<file path="src/rtl/receptor_uart_triple.sv">
// Three-line 8N1 UART receive front-end: per-line deserialiser plus a
// round-robin output stage that delivers one byte per cycle onto a shared bus.

module receptor_uart_canal #(
  parameter int CICLOS_POR_BIT = 434,
  parameter int TW             = $clog2(CICLOS_POR_BIT) + 1
) (
  input  logic       reloj,
  input  logic       reinicio,
  input  logic       rx,
  output logic       fin_o,
  output logic       err_o,
  output logic [7:0] dato_o
);
  typedef enum logic [2:0] {ESPERA_REPOSO, REPOSO, INICIO, DATOS, PARADA} estado_t;

  localparam logic [TW-1:0] FIN_BIT = TW'(CICLOS_POR_BIT - 1);
  localparam logic [TW-1:0] MITAD   = TW'(CICLOS_POR_BIT / 2 - 1);

  estado_t       est_q, est_d;
  logic [1:0]    sinc_q, sinc_d;
  logic [TW-1:0] tim_q, tim_d;
  logic [2:0]    nbit_q, nbit_d;
  logic [7:0]    desp_q, desp_d;
  logic          rx_s;

  assign rx_s   = sinc_q[1];
  assign dato_o = desp_q;

  always_comb begin
    sinc_d = {sinc_q[0], rx};
    est_d  = est_q;
    tim_d  = tim_q;
    nbit_d = nbit_q;
    desp_d = desp_q;
    fin_o  = 1'b0;
    err_o  = 1'b0;
    case (est_q)
      ESPERA_REPOSO: if (rx_s) est_d = REPOSO;
      REPOSO: if (!rx_s) begin
        tim_d = '0;
        est_d = INICIO;
      end
      INICIO: if (tim_q == MITAD) begin
        tim_d  = '0;
        nbit_d = '0;
        est_d  = rx_s ? REPOSO : DATOS;
      end else tim_d = tim_q + TW'(1);
      DATOS: if (tim_q == FIN_BIT) begin
        tim_d  = '0;
        desp_d = {rx_s, desp_q[7:1]};
        nbit_d = nbit_q + 3'd1;
        if (nbit_q == 3'd7) est_d = PARADA;
      end else tim_d = tim_q + TW'(1);
      PARADA: if (tim_q == FIN_BIT) begin
        tim_d = '0;
        fin_o = rx_s;
        err_o = !rx_s;
        // A low stop bit may mean a break; wait for idle before re-arming.
        est_d = rx_s ? REPOSO : ESPERA_REPOSO;
      end else tim_d = tim_q + TW'(1);
      default: est_d = ESPERA_REPOSO;
    endcase
  end

  always_ff @(posedge reloj or negedge reinicio) begin
    if (!reinicio) begin
      est_q  <= ESPERA_REPOSO;
      sinc_q <= 2'b11;
      tim_q  <= '0;
      nbit_q <= '0;
      desp_q <= '0;
    end else begin
      est_q  <= est_d;
      sinc_q <= sinc_d;
      tim_q  <= tim_d;
      nbit_q <= nbit_d;
      desp_q <= desp_d;
    end
  end
endmodule

module receptor_uart_triple #(
  parameter int CICLOS_POR_BIT = 434
) (
  input  logic       reloj,
  input  logic       reinicio,
  input  logic       rxA,
  input  logic       rxB,
  input  logic       rxC,
  output logic       recepcionFinalizadaA,
  output logic       recepcionFinalizadaB,
  output logic       recepcionFinalizadaC,
  output logic [7:0] datoRecibido,
  output logic [3:0] contadorErrores
);
  localparam int TW = $clog2(CICLOS_POR_BIT) + 1;

  logic [2:0]      rx_v, fin, err;
  logic [2:0][7:0] dato_c;
  logic [2:0][7:0] hold_q, hold_d;
  logic [2:0]      pend_q, pend_d, strb_q, strb_d;
  logic [1:0]      ptr_q, ptr_d, c1, c2, c3, sel;
  logic [7:0]      dato_q, dato_d;
  logic [3:0]      cnt_q, cnt_d;
  logic [4:0]      suma;
  logic            hay;

  assign rx_v = {rxC, rxB, rxA};

  for (genvar g = 0; g < 3; g++) begin : g_canal
    receptor_uart_canal #(.CICLOS_POR_BIT(CICLOS_POR_BIT), .TW(TW)) u_canal (
      .reloj(reloj), .reinicio(reinicio), .rx(rx_v[g]),
      .fin_o(fin[g]), .err_o(err[g]), .dato_o(dato_c[g])
    );
  end

  function automatic logic [1:0] siguiente(input logic [1:0] p);
    return (p == 2'd2) ? 2'd0 : p + 2'd1;
  endfunction

  always_comb begin
    c1  = siguiente(ptr_q);
    c2  = siguiente(c1);
    c3  = siguiente(c2);
    hay = 1'b1;
    sel = c1;
    if (pend_q[c1])      sel = c1;
    else if (pend_q[c2]) sel = c2;
    else if (pend_q[c3]) sel = c3;
    else                 hay = 1'b0;
    strb_d = hay ? (3'b001 << sel) : 3'b000;
    dato_d = hay ? hold_q[sel] : dato_q;
    ptr_d  = hay ? sel : ptr_q;
    // A completion landing on the grant edge re-arms pending with the new byte.
    pend_d = (pend_q & ~strb_d) | fin;
    for (int i = 0; i < 3; i++) hold_d[i] = fin[i] ? dato_c[i] : hold_q[i];
    suma  = {1'b0, cnt_q} + 5'(err[0]) + 5'(err[1]) + 5'(err[2]);
    cnt_d = (suma > 5'd15) ? 4'd15 : suma[3:0];
  end

  always_ff @(posedge reloj or negedge reinicio) begin
    if (!reinicio) begin
      hold_q <= '0;
      pend_q <= '0;
      strb_q <= '0;
      ptr_q  <= 2'd2;
      dato_q <= '0;
      cnt_q  <= '0;
    end else begin
      hold_q <= hold_d;
      pend_q <= pend_d;
      strb_q <= strb_d;
      ptr_q  <= ptr_d;
      dato_q <= dato_d;
      cnt_q  <= cnt_d;
    end
  end

  assign recepcionFinalizadaA = strb_q[0];
  assign recepcionFinalizadaB = strb_q[1];
  assign recepcionFinalizadaC = strb_q[2];
  assign datoRecibido         = dato_q;
  assign contadorErrores      = cnt_q;
endmodule

</file>
<file path="config.mk">
export PLATFORM = sky130hd
export DESIGN_NAME = receptor_uart_triple
export DESIGN_NICKNAME = d
export VERILOG_FILES = /design/src/rtl/receptor_uart_triple.sv
export SDC_FILE = /design/constraint.sdc
export NUM_CORES = 1
export LEC_CHECK = 0
export ABC_AREA = 1
export CAP_MARGIN = 20
export CORE_MARGIN = 2
export CORE_UTILIZATION = 65
export CTS_CLUSTER_SIZE = 28
export DETAILED_ROUTE_END_ITERATION = 8
export MAX_ROUTING_LAYER = met4
export PLACE_DENSITY_LB_ADDON = 0.2
export REMOVE_ABC_BUFFERS = 1
export SLEW_MARGIN = 20
export SYNTH_ARGS = -nofsm -noshare
export SYNTH_HDL_FRONTEND = slang
export SYNTH_SLANG_ARGS = --single-unit
</file>
<file path="constraint.sdc">
create_clock -name reloj -period 4.73 [get_ports reloj]
set_input_delay 0.473 -clock reloj [delete_from_list [all_inputs] [get_ports reloj]]
set_output_delay 0.473 -clock reloj [all_outputs]
set_load 0.05 [all_outputs]
</file>
**Word-level counts from Yosys, hierarchy flattened**

Cells that the tools add are included.

- Register bits: 122
- Input port bits: 5
- Output and inout bits: 15
- Word-level logic and storage cells: 192

- $add $sub $neg: 12
- Magnitude comparators: 5
- Equal/unequal tests: 42
- Shift operators: 1
- Multiplexer cells: 79
- Bitwise logic cells: 3
- Reductions and logical operators: 27

Operators by type and width:

| kind | number |
|---|---|
| $mux W10 | 9 |
| $pmux W10 S3 | 3 |
| $mux W3 | 25 |
| $pmux W3 S5 | 3 |
| $add A10 B1 Y10 const B | 3 |
| $eq A10 B8 Y1 const B | 3 |
| $eq A10 B9 Y1 const B | 3 |
| $ne A2 B1 Y1 const B | 15 |
| $mux W1 | 21 |
| $eq A3 B2 Y1 const B | 6 |
| $eq A3 B3 Y1 const B | 6 |
| $mux W2 | 9 |
| $pmux W3 S2 | 3 |
| $reduce_and A6 Y1 | 3 |
| $bmux W8 S2 | 1 |
| $lt A2 B3 Y1 const B | 4 |
| $reduce_and A2 Y1 | 6 |
| $add A5 B1 Y5 | 2 |
| $add A3 B1 Y3 const B | 3 |
| $eq A3 B1 Y1 const B | 3 |
| $logic_not A3 Y1 | 3 |
| $reduce_and A3 Y1 | 3 |
| $reduce_bool A3 Y1 | 3 |
| $mux W8 | 1 |
| 14 further kinds | 28 |

**Logic depth before layout (Yosys ltp)**

Gate-level depths: netlist of the first run.

- Depth in word-level cells: 16
- Mapped depth: 17
- Mapped depth without buffers: 17

**Cells and area by module**

A second synthesis of the first run with hierarchy kept.

- Cells, all modules: 804
- Area total of the unflattened synthesis: 6546.3 µm²

Modules (own cells, without submodules):

| module | times used | cells an instance | area an instance (µm²) | sequential area each (µm²) |
|---|---|---|---|---|
| receptor_uart_canal at g_canal[0].u_canal ... | 2 | 194 | 1486.4 | 653.1 |
| receptor_uart_triple | 1 | 231 | 2085.8 | 1102.3 |
| receptor_uart_canal at g_canal[1].u_canal | 1 | 185 | 1487.7 | 653.1 |

**Worst setup path after synthesis of the first run**

No wires, ideal clock.

- Path type: register to register
- Start: reg g_canal[0].u_canal.tim_q[1]
- End: reg cnt_q[2] (netlist: contadorErrores[2])
- Library setup time: 0.083 ns
- Arrival time: 2.413 ns
- Path slack: 2.235 ns
- Stages on the path, launching flop included: 16
- Period minus slack after synthesis: 2.495 ns
- Cell sequence: dfrtp_1 > inv_1 > ha_1 > inv_1 > nor3_1 > nand2_1 > inv_1 > nand3_1 > fa_1 > inv_1 > ha_1 > inv_1 > fa_1 > nor2_1 > nand2_1 > o21ai_0

- Word-level cells in the longest chain between the ends: 8

RTL lines:

| what | line | RTL |
|---|---|---|
| from (decl) | 22 | `logic [TW-1:0] tim_q, tim_d;` |
| from (signal assigned) | 76 | `tim_q <= tim_d;` |
| $eq A10 B9 Y1 (*) | 55 | `PARADA: if (tim_q == FIN_BIT) begin` |
| $mux W1 (*) | 55 |  |
| $mux W1 (*) | 38 | `case (est_q)` |
| $add A4 B1 Y5 (*) | 138 | `suma = {1'b0, cnt_q} + 5'(err[0]) + 5'(err[1]) + 5'(err[2]);` |
| $add A5 B1 Y5 (*) (2 in series) | 138 |  |
| $gt A5 B4 Y1 | 139 | `cnt_d = (suma > 5'd15) ? 4'd15 : suma[3:0];` |
| $mux W4 (*) | 139 |  |
| named net cnt_d[2] | 105 | `logic [3:0] cnt_q, cnt_d;` |
| to (signal assigned) | 156 | `cnt_q <= cnt_d;` |
| to (decl) | 105 |  |

Mark *: on every way through the listed nets, which the timed path passes. The rest lies on a longest branch.
A chain may end at the register's enable or synchronous reset.

**Worst setup path after layout of the first run**

- Start: reg g_canal[2].u_canal.tim_q[1]
- End: reg cnt_q[2] (netlist: contadorErrores[2])

- Word-level cells in the longest chain between the ends: 6

RTL lines:

| what | line |
|---|---|
| from (decl) | 22 |
| from (signal assigned) | 76 |
| $eq A10 B9 Y1 (*) | 55 |
| $mux W1 (*) | 55 |
| $mux W1 (*) | 38 |
| $add A5 B1 Y5 (*) | 138 |
| $gt A5 B4 Y1 | 139 |
| $mux W4 (*) | 139 |
| named net cnt_d[2] | 105 |

Marked as above.

==> results of run 1 <==
-- critical path, cell delays in order (launching register included) --
cell and delay (ps):
dfrtp_1 390, inv_1 150, ha_1 230, nand4_1 100, nor2_1 100, nand2_1 120
inv_1 100, nand3_1 110, fa_1 450, inv_1 90, ha_1 190, inv_1 60
fa_1 400, nor2_1 150, nand2_1 100, o21ai_0 80
-- cell families after synthesis --
logic type	after synthesis	synth area share (%)
AO/OA/AOI/OAI	129	11.8
XOR/XNOR	10	1.36
adder cells (fa/ha/maj)	19	3.92
buffers and inverters	145	9.09
flip-flops	122	47.5
multiplexers	2	0.330
AND/OR/NAND/NOR	346	26.1
-- power by group through the flow --
stage	logic, W	clock network, W	registers [W]
floorplan	0.000607	0	0.00122
global placement	0.000766	0	0.00123
detailed placement	0.000808	0	0.00124
CTS	0.000833	0.00131	0.00122
global route	0.000950	0.00136	0.00124
finish	0.000841	0.00130	0.00123
-- worst max path at each step --
stage,startpoint,endpoint,slack (ps),cells after the start
after floorplan,g_canal[0].u_canal.tim_q[1],contadorErrores[2],2230,15
after global placement,g_canal[2].u_canal.tim_q[1],contadorErrores[2],2060,15
after detailed placement,g_canal[2].u_canal.tim_q[1],contadorErrores[2],1900,15
after CTS,g_canal[2].u_canal.tim_q[1],contadorErrores[2],1840,15
after global routing,g_canal[2].u_canal.tim_q[1],contadorErrores[2],1570,15
final,g_canal[2].u_canal.tim_q[1],contadorErrores[2],1830,15
-- cells in the mapped netlist (all sizes together), types with 3 or more instances --
library cell / instances / area [um2]
nor2: 68 / 292
buf: 10 / 80.1
nand3: 61 / 368
nor3: 21 / 120
o21ai: 72 / 372
inv: 133 / 499
a21oi: 32 / 190
nor4: 3 / 18.8
dfrtp: 115 / 2880
nand2: 175 / 764
o22ai: 6 / 37.5
xor2: 10 / 87.6
ha: 17 / 213
o211ai: 11 / 87.6
nand4: 15 / 93.8
dfstp: 7 / 184
-- cell type report --
class                   instances  area share [%]
inverters                     133            6.79
flip-flops and latches        122            41.7
multi-input cells             506            38.1
clock buffers                  23            6.49
clock inverters                 8            1.60
well taps                     133            2.26
repair buffers                 22            3.06
-- per-layer routing --
layer | share of wire [%] | global-route usage [%] | vias up | wire length [um]
met3 | 4.6 | 7.24 | 31 | 643
li1 | - | - | 2559 | -
met4 | 1.8 | 9.46 | 0 | 246
met5 | 0 | - | - | 0
met1 | 43 | 33.4 | 2558 | 5900
met2 | 51 | 45.6 | 157 | 7080
-- sequential cells by signal, summed over array words and instances, names as in the netlist --
name                    flops
strb_q                      3
pend_q                      3
g_canal.u_canal.nbit_q      9
g_canal.u_canal.sinc_q      6
datoRecibido                8
g_canal.u_canal.dato_o     24
g_canal.u_canal.est_q       9
ptr_q                       2
hold_q                     24
g_canal.u_canal.tim_q      30
contadorErrores             4
-- through the flow --
step | util, % | hold slack [ps] | area, um2
floorplan | - | 177 | 6360
global placement | 69.5 | 346 | 6730
detailed placement | 69.5 | 347 | 6730
CTS | 75.6 | 146 | 7320
global route | 75.9 | 342 | 7350
finish | 75.9 | 342 | 7350
-- what timing repair did --
action | 4_1_cts | 5_1_grt
gates resized for setup | 0 | 0
hold endpoints to repair | 0 | 35
hold buffers | 0 | 1
==> summary.txt, run 1 <==
Logic synthesis
  – Synth Register Bits: 122
  – Synth Instances: 773
  – Ys flop type: dfrtp_1
  – Post-synth ARST share: 100%
  – Post-synthesis cell area: 0.00645 mm2
  – Sequential-to-total area share from yosys stat: 47.5%
  – Synth unique cells: 44
  – Avg Cell Area, Syn: 8.35 um2
  – Post-synth EDFFs: 0
  – Synthesis warning total: 0

STA
  – Final setup fails: 0
  – Clock period minus worst slack: 2900 ps
  – Setup Skew: 7.71 ps
  – Slew Viols, Final: 0
  – Slew HR: 44.1%
  – Final worst path period share: 61.2%
  – Final hold vios: 0
  – Worst-margin pin slew: 835 ps
  – Setup TNS: 0 ps
  – RSZ-0062 raised after global routing: false
  – Fin worst setup slack: 1830 ps
  – Fmax: 345 MHz

Placed design
  – Pre-CTS setup slack: 1900 ps
  – GP Congestion: 0.923
  – Placed Instances: 914
  – Final HPWL DP: 9170 um
  – Buffers on Ports: 19

Critical path
  – CP max FO: 5
  – Critical setup path kind: flip-flop to flip-flop
  – Reg2Reg Depth: 15
  – Reg2reg start: g_canal[2].u_canal.tim_q[1]
  – Critical Path Start Type: flip-flop
  – Arrival @ worst endpoint: 3350 ps
  – WP data required: 5190 ps
  – Critical path capture point type: flip-flop
  – Reg-to-Reg End: contadorErrores[2]
  – Reg2reg setup slack: 1830 ps

Pwr
  – Power density over the cells: 458 mW/mm2
  – Total power: 0.00337 W
  – Comb pwr share: 25.0%
  – Clock power share: 38.6%
  – Worst vdd ir: 0.503 mV
  – Net Switching: 0.00115 W
  – Leakage: 3.50 nW
  – Flop pwr share: 36.5%
  – Pint: 0.00222 W
  – Switch share: 34.0%

Route
  – Iteration-0 DRC count of the detailed router: 381
  – Routed vias: 5305
  – DR WL/cell: 14.6 um
  – First-pass DRT Iterations: 5
  – ANT nets after route: 0
  – # DRC: 0
  – DRT Wirelength: 13900 um
  – Via density: 5.60

Min path
  – Hold EP: g_canal[0].u_canal.sinc_q[0]
  – Hold/Removal Path Class: input port to flip-flop
  – Worst hold path depth: 1
  – Worst hold start: rxA

Cells and area
  – Post-Layout Cell Count: 947
  – Layout cells sized above 1: 11.8%
  – Number of antenna diodes: 0
  – Layout Nets: 826
  – Number of fill cells: 650
  – Most common cell after layout, fill and taps aside: nand2_1
  – Multi-input logic area: 0.00280 mm2
  – Most frequent cells in the layout: nand2_1 (160), inv_1 (127), dfrtp_1 (115), nor2_1 (61), o21ai_0 (60)
  – Area growth syn-to-layout: 13.9%
  – FF/Latch Area: 0.00306 mm2

Clock tree
  – CTS Sinks: 122
  – TritonCTS clock tree: built
  – TritonCTS Buffers: 17
  – Skew-Pair Late Insertion Delay: 540 ps
  – Post-CTS Setup Repair Bufs: 0
  – Clock Path Buffers: 2
  – Htree depth: 4
  – CTS root buffer: clkbuf_8
  – Clock-pin slew on the worst setup and hold paths: 60 ps

Global route
  – Largest net degree at the start of global routing: 81
  – Overall routing resource usage: 27.7%
  – Number of global-route vias before repair: 5193
  – First-pass GRT wire length: 23400 um
  – Initial antenna violation count: 0
  – Grt total ovfl: 0

Die
  – Core area: 0.00968 mm2
  – # rows: 36
  – Initial Util: 66.6%
  – Die Area: 0.0107 mm2
  – Die Ht: 104 um
  – I/O pins: 20
  – Chip Width: 104 um

Job
  – MaxCap Viol Count: 0

Status
  – Status: completed
Note: power is estimated with default switching activity, not from simulation.
==> run 2, diff against run 1 <==
--- a/config.mk
+++ b/config.mk
@@ -8,7 +8,7 @@
 export ABC_AREA = 1
 export CAP_MARGIN = 20
 export CORE_MARGIN = 2
-export CORE_UTILIZATION = 65
+export CORE_UTILIZATION = 56
 export CTS_CLUSTER_SIZE = 28
 export DETAILED_ROUTE_END_ITERATION = 8
 export MAX_ROUTING_LAYER = met4
==> constraint.sdc (replaced) <==
create_clock -name reloj -period 2.3 [get_ports reloj]
set_input_delay 0.23 -clock reloj [delete_from_list [all_inputs] [get_ports reloj]]
set_output_delay 0.23 -clock reloj [all_outputs]
set_load 0.05 [all_outputs]
==> summary.txt, run 2 (synthesized netlist as in run 1, its figures left out) <==
Route
  – DRT Wirelength: 14000 um (+0.59%)
  – DR WL/cell: 13.7 um (-6.2%)
  – # DRC: 0 (unchanged)
  – Iteration-0 DRC count of the detailed router: 375 (-1.6%)
  – Routed vias: 5402 (+1.8%)
  – ANT nets after route: 0 (unchanged)
  – Via density: 5.32 (-5.1%)
  – First-pass DRT Iterations: 5 (unchanged)

Clock tree
  – CTS root buffer: clkbuf_16
  – Clock-pin slew on the worst setup and hold paths: 50 ps (about the same)
  – Clock Path Buffers: 2 (unchanged)
  – CTS Sinks: 122 (unchanged)
  – Htree depth: 4 (unchanged)
  – Skew-Pair Late Insertion Delay: 410 ps (-130 ps)
  – TritonCTS Buffers: 17 (unchanged)
  – TritonCTS clock tree: built

Min path
  – Worst hold start: rxB
  – Hold/Removal Path Class: input port to flip-flop

Die
  – Die Ht: 111 um (+7.4%)
  – Die Area: 0.0124 mm2 (+15%)
  – Initial Util: 57.0% (-9.6 points)
  – Chip Width: 111 um (+7.4%)
  – I/O pins: 20 (unchanged)
  – # rows: 39 (+8.3%)
  – Core area: 0.0113 mm2 (+17%)

STA
  – Hold_ws: 221 ps (-121 ps)
  – Slew Viols, Final: 0 (unchanged)
  – Fin worst setup slack: -205 ps (-2040 ps)
  – Fmax: 399 MHz (+16%)
  – Setup Skew: 9.15 ps (+1.44 ps)
  – Slew HR: 52.1% (+8.0 points)
  – Final hold vios: 0 (unchanged)
  – Final worst path period share: 109% (+48 points)
  – RSZ-0062 raised after global routing: true
  – Clock period minus worst slack: 2510 ps (-391 ps)
  – Final setup fails: 4 (+4)
  – Worst-margin pin slew: 715 ps (-120 ps)

Cells and area
  – Layout Nets: 884 (+7.0%)
  – Most frequent cells in the layout: nand2_1 (157), inv_1 (121), dfrtp_1 (115), buf_4 (60), nor2_1 (59)
  – Most common cell after layout, fill and taps aside: nand2_1
  – Largest Register: g_canal.u_canal.tim_q
  – Finished Core Util: 69.5% (-6.4 points)
  – Area growth syn-to-layout: 21.9%
  – Number of antenna diodes: 0 (unchanged)
  – Number of fill cells: 885 (+36%)
  – Max reg flops: 30 (unchanged)
  – Layout cells sized above 1: 19.9% (+8.1 points)

Pwr
  – Leakage: 3.79 nW (+8.3%)
  – Power density over the cells: 907 mW/mm2 (+98%)
  – Worst vdd ir: 0.679 mV (+35%)

Critical path
  – Reg2reg start: g_canal[2].u_canal.tim_q[1]
  – Worst setup path startpoint: g_canal[2].u_canal.tim_q[1]
  – CP max FO: 3 (-2)
  – Arrival @ worst endpoint: 2830 ps (-520 ps)
  – WP data required: 2630 ps (-2560 ps)
  – Critical path capture point type: flip-flop
  – Critical Path Start Type: flip-flop
  – Critical setup path kind: flip-flop to flip-flop

Placed design
  – GP Congestion: 0.900 (-2.5%)
  – Final HPWL DP: 9590 um (+4.5%)
  – Buffers on Ports: 19 (unchanged)

Status
  – Status: finished, violations left
  – Failing checks: negative setup slack

Global route
  – First-pass GRT wire length: 23700 um (+1.4%)
  – Number of global-route vias before repair: 5331 (+2.7%)
  – Largest net degree at the start of global routing: 47 (-42%)
  – Initial antenna violation count: 0 (unchanged)
  – Overall routing resource usage: 24.3% (-3.3 points)
  – Grt total ovfl: 0 (unchanged)

Job
  – MaxCap Viol Count: 0 (unchanged)
-- run 2: cell types whose count changed in the layout (fill, tap and decap cells not counted), sizes merged --
cell / before / now
clkinv: 4 / 6
clkinvlp: 1 / 0
buf: 3 / 61
-- run 2: where the power goes --
group | switching, W | internal, W | total, W
clock | 0.000920 | 0.00175 | 0.00267
combinational | 0.00136 | 0.000668 | 0.00203
sequential | 0.000114 | 0.00233 | 0.00244
total | 0.00239 | 0.00474 | 0.00713
-- run 2: worst max-delay path, stage by stage, from the launching register on --
cell and delay (ps):
dfrtp_1 380, inv_2 80, ha_4 130, nand4_1 110
nor2_2 140, nand2_2 80, inv_2 70, nand3_2 70
fa_2 430, inv_2 80, ha_4 130, inv_2 40
fa_2 380, nor2_4 140, nand2_2 70, o21ai_0 80
-- run 2: what timing repair did --
item / 4_1_cts / 5_1_grt
setup endpoints to repair: 4 / 10
hold buffers: 1 / 0
gates resized for setup: 13 / 14
endpoints found under the hold margin: 39 / 0
buffers inserted: 11 / 0
pin swaps: 4 / 4
-- run 2: area by class of cell --
cell class	count	area, um2	share of cell area [%]
clock inverter	9	120	1.53
multi-input combinational	506	2880	36.6
clock buffer	23	468	5.95
tap	143	179	2.27
inverter	133	499	6.35
timing repair buffer	80	661	8.40
sequential	122	3060	38.9
-- run 2: worst paths after layout --
kind	to	slack [ps]	cells after the start
max	contadorErrores[2]	-210	15
min	g_canal[1].u_canal.sinc_q[0]	220	1
max reg2reg	contadorErrores[2]	-210	15
min reg2reg	g_canal[0].u_canal.sinc_q[1]	350	0
max in group asynchronous	g_canal[2].u_canal.sinc_q[0]	1190	3
min in group asynchronous	hold_q[4]	380	2
-- run 2: per-stage QoR --
step | area, um2 | cells | power, W | setup TNS (ps) | setup slack [ps]
floorplan | 6360 | 761 | 0.00375 | -635 | -195
global placement | 7110 | 972 | 0.00433 | -935 | -278
detailed placement | 7110 | 972 | 0.00441 | -1280 | -374
CTS | 7830 | 1016 | 0.00714 | -616 | -188
global route | 7870 | 1016 | 0.00755 | -1190 | -370
finish | 7870 | 1016 | 0.00713 | -631 | -205
-- run 2: metal layers --
| metal | wire length [um] | GRT usage [%] | vias up |
|---|---|---|---|
| li1 | - | - | 2676 |
| met5 | 0 | - | - |
| met1 | 6240 | 29.7 | 2560 |
| met2 | 6840 | 39.2 | 136 |
| met3 | 514 | 5.61 | 30 |
| met4 | 359 | 10.6 | 0 |
==> run 3, diff against run 2 <==
--- a/config.mk
+++ b/config.mk
@@ -12,7 +12,7 @@
 export CTS_CLUSTER_SIZE = 28
 export DETAILED_ROUTE_END_ITERATION = 8
 export MAX_ROUTING_LAYER = met4
-export PLACE_DENSITY_LB_ADDON = 0.2
+export PLACE_DENSITY = 0.77
 export REMOVE_ABC_BUFFERS = 1
 export SLEW_MARGIN = 20
 export SYNTH_ARGS = -nofsm -noshare
==> summary.txt, run 3 (synthesized netlist as in run 1, its figures left out) <==
Status
  – Status: finished, violations left
  – Failing checks: negative setup slack

Die
  – # rows: 39 (unchanged)
  – Chip Width: 111 um (unchanged)
  – Die Ht: 111 um (unchanged)
  – I/O pins: 20 (unchanged)
  – Die Area: 0.0124 mm2 (unchanged)
  – Initial Util: 57.0% (unchanged)
  – Core area: 0.0113 mm2 (unchanged)

Cells and area
  – Layout Nets: 877 (-0.79%)
  – Most common cell after layout, fill and taps aside: nand2_1
  – Number of antenna diodes: 0 (unchanged)
  – Layout cells sized above 1: 18.9% (-0.99 points)
  – Max reg flops: 30 (unchanged)
  – Area growth syn-to-layout: 21.4%
  – Most frequent cells in the layout: nand2_1 (158), inv_1 (122), dfrtp_1 (115), nor2_1 (59), o21ai_0 (57)
  – Number of fill cells: 852 (-3.7%)
  – Finished Core Util: 69.2% (-0.32 points)
  – Largest Register: g_canal.u_canal.tim_q

Critical path
  – Worst setup path startpoint: g_canal[2].u_canal.tim_q[1]
  – CP max FO: 3 (unchanged)
  – Critical Path Start Type: flip-flop
  – Critical path capture point type: flip-flop
  – Reg2reg setup slack: -190 ps (about the same)
  – Reg-to-Reg End: contadorErrores[2]
  – WP data required: 2640 ps (about the same)
  – Reg2reg start: g_canal[2].u_canal.tim_q[1]
  – Arrival @ worst endpoint: 2830 ps (about the same)
  – Critical setup path kind: flip-flop to flip-flop
  – Reg2Reg Depth: 15 (unchanged)

Pwr
  – Flop pwr share: 33.8% (-0.4 points)
  – Clock power share: 38.2% (+0.8 points)
  – Power density over the cells: 926 mW/mm2 (+2.2%)
  – Comb pwr share: 28.0% (-0.4 points)
  – Worst vdd ir: 0.869 mV (+28%)
  – Pint: 0.00489 W (+3.1%)
  – Leakage: 3.77 nW (-0.73%)
  – Net Switching: 0.00237 W (-1.0%)
  – Switch share: 32.6% (-0.90 points)

Route
  – Iteration-0 DRC count of the detailed router: 353 (-5.9%)
  – ANT nets after route: 0 (unchanged)
  – Routed vias: 5396 (-0.11%)
  – First-pass DRT Iterations: 5 (unchanged)
  – Via density: 5.35 (+0.58%)
  – DRT Wirelength: 13800 um (-1.1%)
  – DR WL/cell: 13.7 um (-0.45%)
  – # DRC: 0 (unchanged)

Min path
  – Hold EP: g_canal[0].u_canal.sinc_q[0]
  – Hold/Removal Path Class: input port to flip-flop
  – Worst hold path depth: 1 (unchanged)
  – Worst hold start: rxA

Global route
  – Number of global-route vias before repair: 5381 (+0.94%)
  – Largest net degree at the start of global routing: 47 (unchanged)
  – Overall routing resource usage: 25.1% (+0.77 points)
  – Initial antenna violation count: 0 (unchanged)
  – Grt total ovfl: 0 (unchanged)
  – First-pass GRT wire length: 24400 um (+3.0%)

STA
  – Final hold vios: 0 (unchanged)
  – Worst-margin pin slew: 520 ps (-195 ps)
  – RSZ-0062 raised after global routing: true
  – Final worst path period share: 108% (-0.48 points)
  – Fin worst setup slack: -194 ps (+11.1 ps)
  – Fmax: 401 MHz (+0.44%)
  – Final setup fails: 4 (unchanged)
  – Clock period minus worst slack: 2490 ps (-11.1 ps)
  – Setup Skew: 6.64 ps (-2.51 ps)
  – Slew Viols, Final: 0 (unchanged)
  – Slew HR: 65.2% (+13 points)
  – Hold_ws: 222 ps (+0.595 ps)

Placed design
  – GP Congestion: 0.908 (+0.92%)
  – Buffers on Ports: 19 (unchanged)
  – Final HPWL DP: 9950 um (+3.8%)

Clock tree
  – CTS root buffer: clkbuf_16
  – TritonCTS clock tree: built
  – TritonCTS Buffers: 17 (unchanged)
  – Clock Path Buffers: 2 (unchanged)
  – Clock-pin slew on the worst setup and hold paths: 50 ps (about the same)
  – CTS Sinks: 122 (unchanged)
  – Htree depth: 4 (unchanged)
  – Skew-Pair Late Insertion Delay: 410 ps (about the same)

Job
  – MaxCap Viol Count: 0 (unchanged)
## run 3: cell types whose count changed in the layout (fill, tap and decap cells not counted), sizes merged
| cell | delta |
|---|---|
| clkinv | -4 |
| buf | -7 |
| clkinvlp | +1 |
| clkbuf | +3 |
## run 3: power by group through the flow
stage	clock network (W)	registers (W)	logic, W
4_1_cts	0.00281	0.00244	0.00199
5_1_grt	0.00293	0.00247	0.00229
3_3_place_gp	0	0.00246	0.00188
6_report	0.00277	0.00245	0.00203
2_1_floorplan	0	0.00250	0.00125
3_5_place_dp	0	0.00247	0.00195
## run 3: worst max-delay path by stage
| stage | depth (start not counted) | endpoint | slack, ps |
|---|---|---|---|
| CTS | 15 | contadorErrores[2] | -240 |
| global route | 15 | contadorErrores[2] | -360 |
| global placement | 15 | contadorErrores[2] | -280 |
| floorplan | 15 | contadorErrores[2] | -200 |
| finish | 15 | contadorErrores[2] | -190 |
| detailed placement | 15 | contadorErrores[2] | -380 |
## run 3: routing by layer
layer | global-route usage (%) | vias up | share of wire (%)
li1 | - | 2653 | -
met1 | 30.5 | 2579 | 44
met2 | 40.4 | 133 | 49
met3 | 6.59 | 31 | 4.1
met4 | 9.96 | 0 | 2.2
met5 | - | - | 0
## run 3: final cells by class
class / instances / area [um2] / share of cell area (%)
flip-flops and latches: 122 / 3060 / 39.1
multi-input cells: 506 / 2860 / 36.5
repair buffers: 73 / 608 / 7.76
clock buffers: 26 / 519 / 6.63
inverters: 133 / 499 / 6.37
well taps: 143 / 179 / 2.28
clock inverters: 6 / 108 / 1.37
## run 3: repair_timing
item,in CTS,in global routing
gates resized for setup,16,5
setup buffers,4,1
hold buffers,1,0
endpoints found under the setup margin,4,4
pin swaps,7,3
hold endpoints to repair,24,0
## run 3: critical path: stages (launching register included)
cell and delay [ps]:
dfrtp_1 390, inv_2 90, ha_4 140, nand4_1 90, nor2_2 140, nand2_2 80, inv_2 70, nand3_2 70
fa_1 430, inv_1 70, ha_2 180, inv_2 40, fa_2 360, nor2_2 110, nand2_1 90, o21ai_1 80
## run 3: metrics by stage
stage               instance area, um2  instances  total power, W  setup WS, ps  TNS (ps)
floorplan                         6360        761         0.00375          -195      -635
global placement                  7100        971         0.00434          -279      -934
detailed placement                7100        971         0.00442          -381     -1320
CTS                               7810       1008         0.00724          -245      -828
global route                      7830       1009         0.00769          -364     -1380
finish                            7830       1009         0.00726          -194      -679
